--- config.mk ---
export PLATFORM = sky130hd
export DESIGN_NAME = checker_mon
export DESIGN_NICKNAME = d
export VERILOG_FILES = /design/src/rtl/checker_mon.sv
export SDC_FILE = /design/constraint.sdc
export NUM_CORES = 1
export LEC_CHECK = 0
export ABC_AREA = 0
export BUFFER_PORTS_ARGS = -buffer_cell sky130_fd_sc_hd__buf_2
export CAP_MARGIN = 10
export CORE_ASPECT_RATIO = 0.75
export CORE_MARGIN = 4
export CORE_UTILIZATION = 46
export CTS_CLUSTER_SIZE = 8
export DETAILED_ROUTE_END_ITERATION = 8
export PLACE_DENSITY = 0.77
export SLEW_MARGIN = 20
export SYNTH_ARGS = -nofsm -noshare
export SYNTH_HDL_FRONTEND = slang
export SYNTH_SLANG_ARGS = --single-unit
--- constraint.sdc ---
create_clock -name clk -period 2.68 [get_ports clk]
set_clock_uncertainty 0.05 [all_clocks]
set_input_delay 0.402 -clock clk [delete_from_list [all_inputs] [get_ports clk]]
set_output_delay 0.402 -clock clk [all_outputs]
set_load 0.05 [all_outputs]
--- src/rtl/checker_mon.sv ---
// Per-channel result checker: y must equal a|b on every enabled channel. Counts
// passing/failing samples, captures the first failure and gates channels via a delayed control FSM.
module checker_mon #(
  parameter int N      = 4,
  parameter int W      = 8,
  parameter int CNT_W  = 16,
  parameter int DLY_W  = 8,
  parameter int RST_ON = 1,
  localparam int CH_W  = (N > 1) ? $clog2(N) : 1
) (
  input  logic               clk,
  input  logic               rst,
  input  logic               smp_valid,
  input  logic [N*W-1:0]     a,
  input  logic [N*W-1:0]     b,
  input  logic [N*W-1:0]     y,
  input  logic               ctl_valid,
  output logic               ctl_ready,
  input  logic [1:0]         ctl_op,
  input  logic [N-1:0]       ctl_mask,
  input  logic [DLY_W-1:0]   ctl_dly,
  output logic [N-1:0]       ena,
  output logic [CNT_W-1:0]   pass_cnt,
  output logic [CNT_W-1:0]   fail_cnt,
  output logic               err_sticky,
  output logic               ff_valid,
  output logic [CH_W-1:0]    ff_ch,
  output logic [CNT_W-1:0]   ff_time
);

  localparam logic [N-1:0] ENA_RST = (RST_ON != 0) ? {N{1'b1}} : {N{1'b0}};

  typedef enum logic [0:0] {
    S_IDLE = 1'b0,
    S_WAIT = 1'b1
  } state_t;

  state_t             r_state;
  logic               r_ready;
  logic [N-1:0]       r_ena;
  logic [1:0]         r_op;
  logic [N-1:0]       r_mask;
  logic [DLY_W-1:0]   r_dly;
  logic [CNT_W-1:0]   r_tstamp;
  logic [CNT_W-1:0]   r_pass_cnt;
  logic [CNT_W-1:0]   r_fail_cnt;
  logic               r_err;
  logic               r_ff_valid;
  logic [CH_W-1:0]    r_ff_ch;
  logic [CNT_W-1:0]   r_ff_time;

  logic [N-1:0]       w_fail_vec;
  logic [CH_W-1:0]    w_ff_idx;
  logic               w_onoff;
  logic               w_clear;

  function automatic logic [N-1:0] f_apply(input logic [1:0] op, input logic [N-1:0] mask,
                                           input logic [N-1:0] cur);
    case (op)
      2'b01:   f_apply = cur | mask;
      2'b10:   f_apply = cur & ~mask;
      default: f_apply = cur;
    endcase
  endfunction

  assign w_onoff = (ctl_op == 2'b01) || (ctl_op == 2'b10);
  assign w_clear = ctl_valid && (r_state == S_IDLE) && (ctl_op == 2'b11);

  // Per-channel miscompare on enabled channels, and the lowest failing index
  always_comb begin
    w_fail_vec = '0;
    w_ff_idx   = '0;
    for (int i = 0; i < N; i++) begin
      w_fail_vec[i] = r_ena[i] && (y[i*W +: W] != (a[i*W +: W] | b[i*W +: W]));
    end
    for (int i = N - 1; i >= 0; i--) begin
      w_ff_idx = w_fail_vec[i] ? CH_W'(i) : w_ff_idx;
    end
  end

  // Control FSM: immediate or delayed enable/disable of channels
  always_ff @(posedge clk or posedge rst) begin
    if (rst) begin
      r_state <= S_IDLE;
      r_ready <= 1'b1;
      r_ena   <= ENA_RST;
      r_op    <= 2'b00;
      r_mask  <= '0;
      r_dly   <= '0;
    end else begin
      case (r_state)
        S_IDLE: begin
          if (ctl_valid && w_onoff) begin
            if (ctl_dly == '0) begin
              r_ena <= f_apply(ctl_op, ctl_mask, r_ena);
            end else begin
              // counts remaining edges after the next one, so the update lands at accept+D
              r_op    <= ctl_op;
              r_mask  <= ctl_mask;
              r_dly   <= ctl_dly - DLY_W'(1);
              r_state <= S_WAIT;
              r_ready <= 1'b0;
            end
          end
        end
        S_WAIT: begin
          if (r_dly == '0) begin
            r_ena   <= f_apply(r_op, r_mask, r_ena);
            r_state <= S_IDLE;
            r_ready <= 1'b1;
          end else begin
            r_dly <= r_dly - DLY_W'(1);
          end
        end
        default: begin
          r_state <= S_IDLE;
          r_ready <= 1'b1;
        end
      endcase
    end
  end

  // Free-running timestamp
  always_ff @(posedge clk or posedge rst) begin
    if (rst) begin
      r_tstamp <= '0;
    end else begin
      r_tstamp <= r_tstamp + CNT_W'(1);
    end
  end

  // Sample scoring, first-fail capture and clear
  always_ff @(posedge clk or posedge rst) begin
    if (rst) begin
      r_pass_cnt <= '0;
      r_fail_cnt <= '0;
      r_err      <= 1'b0;
      r_ff_valid <= 1'b0;
      r_ff_ch    <= '0;
      r_ff_time  <= '0;
    end else if (w_clear) begin
      r_pass_cnt <= '0;
      r_fail_cnt <= '0;
      r_err      <= 1'b0;
      r_ff_valid <= 1'b0;
      r_ff_ch    <= '0;
      r_ff_time  <= '0;
    end else if (smp_valid && (|r_ena)) begin
      if (|w_fail_vec) begin
        if (r_fail_cnt != '1) begin
          r_fail_cnt <= r_fail_cnt + CNT_W'(1);
        end
        r_err <= 1'b1;
        if (!r_ff_valid) begin
          r_ff_valid <= 1'b1;
          r_ff_ch    <= w_ff_idx;
          r_ff_time  <= r_tstamp;
        end
      end else if (r_pass_cnt != '1) begin
        r_pass_cnt <= r_pass_cnt + CNT_W'(1);
      end
    end
  end

  assign ctl_ready  = r_ready;
  assign ena        = r_ena;
  assign pass_cnt   = r_pass_cnt;
  assign fail_cnt   = r_fail_cnt;
  assign err_sticky = r_err;
  assign ff_valid   = r_ff_valid;
  assign ff_ch      = r_ff_ch;
  assign ff_time    = r_ff_time;

endmodule

[Yosys cells after proc, flatten, opt, wreduce, memory -nomap -nowiden]
Cells that the tools add are included.
Word-level totals
  flip-flop bits (word level): 87
  input port bits: 114
  output and inout bits: 57
  logic and storage cells: 115
Operators by class
  $add $sub $neg: 5
  equal/unequal tests: 20
  mux-type cells: 41
  bitwise operators: 12
  reductions and logical operators: 25
Operators by type and width (count)
  $mux 16: 12
  $add 16x1->16 const B: 3
  $ne 16x16->1 const B: 2
  $ne 8x8->1: 4
  $or 8x8->8: 4
  $mux 8: 3
  $pmux 4 s2: 3
  $reduce_and 3->1: 6
  $logic_not 8->1: 2
  $mux 2: 8
  $pmux 8 s2: 1
  $sub 8x1->8 const B: 2
  $mux 4: 3
  $mux 1: 9
  $and 4x4->4: 2
  $logic_and 1x1->1: 8
  $ne 2x1->1 const B: 4
  $not 4->4: 2
  $or 4x4->4: 2
  $reduce_bool 2->1: 4
  $reduce_or 4->1: 2
  $eq 2x2->1 const B: 3
  $ne 2x2->1 const B: 3
  $reduce_and 5->1: 1
  other kinds (7): 10

[Depth between registers and ports, before layout]
  word-level depth: 11
  depth in mapped cells: 9
  mapped depth without buffers: 8

[Worst setup path before layout]
Ideal clock, no wire load.
  kind: register to register
  from: reg r_pass_cnt[0], in the netlist pass_cnt[0]
  to: reg r_pass_cnt[14], in the netlist pass_cnt[14]
  setup time: 78 ps
  data arrival time: 2369 ps
  required time: 2552 ps
  path slack: 183 ps
  cell stages (with the launch flop): 7
  path buffers: 0
  clock period less this slack: 2497 ps
  cell sequence: dfrtp_1 ha_1 and4_1 and2_1 or4b_2 or3_1 a21oi_1
On the way
  word-level cells in the longest chain between the ends: 5
  elaborated cells between the ends (all ways): 8
  those cells by class: add/sub (1); eq/ne (1); mux (4); reduce/logical (2)
RTL lines
  from (decl): RTL line 45  | logic [CNT_W-1:0] r_pass_cnt;
  from (signal assigned): RTL line 160  | r_pass_cnt <= r_pass_cnt + CNT_W'(1);
  $add 16x1->16: RTL line 160
  $mux 16: RTL line 159  | end else if (r_pass_cnt != '1) begin
  $mux 16: RTL line 149  | if (|w_fail_vec) begin
  $mux 16: RTL line 148  | end else if (smp_valid && (|r_ena)) begin
  $mux 16: RTL line 141  | end else if (w_clear) begin
Several ways; a longest one is shown, not always the timed one. The select of a mux whose other input is x is not followed.
A chain may end at the register's enable or synchronous reset.

[Worst setup path in the final report]
Ends and elaborated chain as after synthesis.

==> results.toml <==
[status]
status = "complete, no violations"

[clock_tree]
cts_hold_buf = 1
cts_root_buf = "clkbuf_16"
ctsResizeCount = 0
cts_tree = "done"
post_cts_buffers = 0
numCtsBuffers = 9
clock_path_buffers = 2
htreeDepth = 3
clk_latency_ps = 340
clk_pin_slew_ps = 70
clock-sinks = 87

[logic_synthesis]
syn_inst = 546
synthSimpleGateAreaFrac = 0.229
synth-seq-cells = 87
post_synth.cell_area_avg_um2 = 9.35
post-synth-top-count-cell = "dfrtp_1"
synth-seq-area-share = 0.427
synth_adder_area_share = 0.0147
synth_nets = 666
synth_area_leaders = "dfrtp_1, o21a_1, nor3_1"
yosysTopAreaCell = "dfrtp_1"
synth_compound_area_frac = 0.203
synth_ff_type = "dfrtp_1"
synth_xor_area_frac = 0.0429
synth_commonest_cells = "dfrtp_1, nor3_1, nand2_1"
synth-edff-count = 0
async_reset_ff_frac = 1.00
netlist.area_leader.share = 0.402
synthMuxAreaShare = 0.0549
synth_top_family_by_area = "simple AND/OR/NAND/NOR gates"
synth.cell_area_um2 = 5110
yosysWarnings = 0
yosysUniqueCellTypes = 50

[global_routing]
grt_overflow = 0
grt_pass1_vias = 4969
grt_usage = 0.231
grt_first_pass_wirelength_um = 24100
grt_max_degree = 31
antenna_found_initial = 1

[sta]
fmax_mhz = 407
setup_violations = 0
hold_violations = 0
tns_ps = 0
rsz0062_at_grt = "no"
worstMarginPinSlew_ps = 1110
min_period_ps = 2460
slew_headroom = 0.249
period_share = 0.916
maxSlewViolCount = 0

[routing]
met2RoutedLength_um = 6940
num_vias = 5109
postRouteAntennaNets = 0
drtIter0Drc = 360
highest_layer = "met5"
first_pass_iters = 5
met1Wirelength_um = 6550
remaining_drc_errors = 0
dr_wl_met3_um = 1090
routed_wl_um = 14700
route.detailed.wl_per_inst_um = 16.9
vias_per_cell = 5.87

[cells_and_area]
area_delta_synth_final_pct = 27.5
nFillCells = 980
antenna_cells = 0
post-route-util = 0.597
fin_nets = 846
multi_input_area_um2 = 2790
drive_above_1_share = 0.320
register_area_um2 = 2180

[min_path]
worst_hold_path.num_cells = 2
min_from = "ctl_mask[2]"
hp-class = "in2reg"
hold_path_end = "r_mask[2]"

[critical_path]
critical_path_class = "reg2reg"
worstReg2RegEnd = "pass_cnt[14]"
r2r_slack_ps = 220
r2r-start = "pass_cnt[0]"
crit_required_ps = 2890
crit_fanout = 6
ff2ff_path_depth = 6
crit_path_end_kind = "flop"
worstSetupStartpointType = "flop"
crit_arrival_ps = 2660

[floorplan]
die_h_um = 99.3
initial_core_util = 0.469
core_area_um2 = 10900
fp.dieW_um = 130
die-area_um2 = 12900
std_cell_rows = 33
io_pins = 171

[place]
dp_hpwl_um = 11400
portBuffers = 170
gp_congestion = 0.949

[pwr]
irDropWorstVdd_uv = 534
power_density_nw_per_um2 = 745
leakage_uw = 0.00299

[flow_run]
drv_cap = 0
-- logic make-up after synthesis --
logic type      after synthesis
buf+inv                      35
flops                        87
xor+xnor                     25
compound gates              146
fa+ha+maj                     6
simple gates                220
mux                          27
-- through the flow --
step                      power [µW]  hold WS, ps  setup slack, ps  instances  area, µm²
after CTS                       4880          242              243        871       6510
after floorplan                 3080          391              183        546       5110
after global placement          3540          367              101        854       6200
after global routing            5140          255             81.1        871       6510
after detailed placement        3620          374             23.2        854       6200
final                           4850          253              225        871       6510
-- worst max path at each step --
stage,from,end,slack [ps],cells past startpoint
5_1_grt,fail_cnt[0],fail_cnt[13],80,6
2_1_floorplan,pass_cnt[0],pass_cnt[14],180,6
3_3_place_gp,b[23],pass_cnt[3],100,8
3_5_place_dp,b[23],pass_cnt[0],20,7
4_1_cts,pass_cnt[0],pass_cnt[14],240,6
6_report,pass_cnt[0],pass_cnt[14],220,6
-- cell type report --
cell class	count	area share
inverter	12	0.00750
sequential	87	0.335
clock buffer	9	0.0346
clock inverter	7	0.0113
multi-input combinational	424	0.428
timing repair buffer	192	0.156
tap	140	0.0269
-- layer usage --
metal  track usage  vias to the layer above
met5             0                        -
met1         0.325                     2488
met3        0.0558                       16
met4        0.0495                        2
li1              -                     2432
met2         0.363                      171
-- state kept, by name (all words and copies together) (netlist names), named ones only --
name and cells:
fail_cnt 16, ff_valid 1, r_mask 4, pass_cnt 16, r_tstamp 16, r_state 1
ff_ch 2, ctl_ready 1, r_op 2, r_dly 8, ff_time 16
-- critical path, cell delays in order, from the launching register on --
cell	delay, ps
dfrtp_1	440
ha_1	210
and4_1	290
and2_1	260
or4b_2	610
or3_1	330
a21oi_1	170
-- cell usage in the layout, fill, tap and decap left out, types with 14 or more instances in the layout --
cell type / synthesis / layout
buf_2: 4 / 170
o31ai_1: 14 / 14
nand3_1: 21 / 21
nor2_1: 39 / 39
or4_1: 17 / 17
o22ai_1: 20 / 20
mux2i_1: 19 / 19
nor3_1: 41 / 41
dfrtp_1: 82 / 82
o21ai_0: 18 / 18
o21a_1: 32 / 32
and3_1: 17 / 16
buf_4: 1 / 21
a21oi_1: 35 / 35
nand2_1: 40 / 40
-- report_power, final --
part / total (µW) / internal (µW) / leakage, µW / switching (µW)
Sequential: 1820 / 1560 / 0.00113 / 262
Clock: 1250 / 660 / 0.000147 / 587
Combinational: 1780 / 631 / 0.00172 / 1150
Total: 4850 / 2850 / 0.00299 / 2000
(Power assumes the default switching activity.)
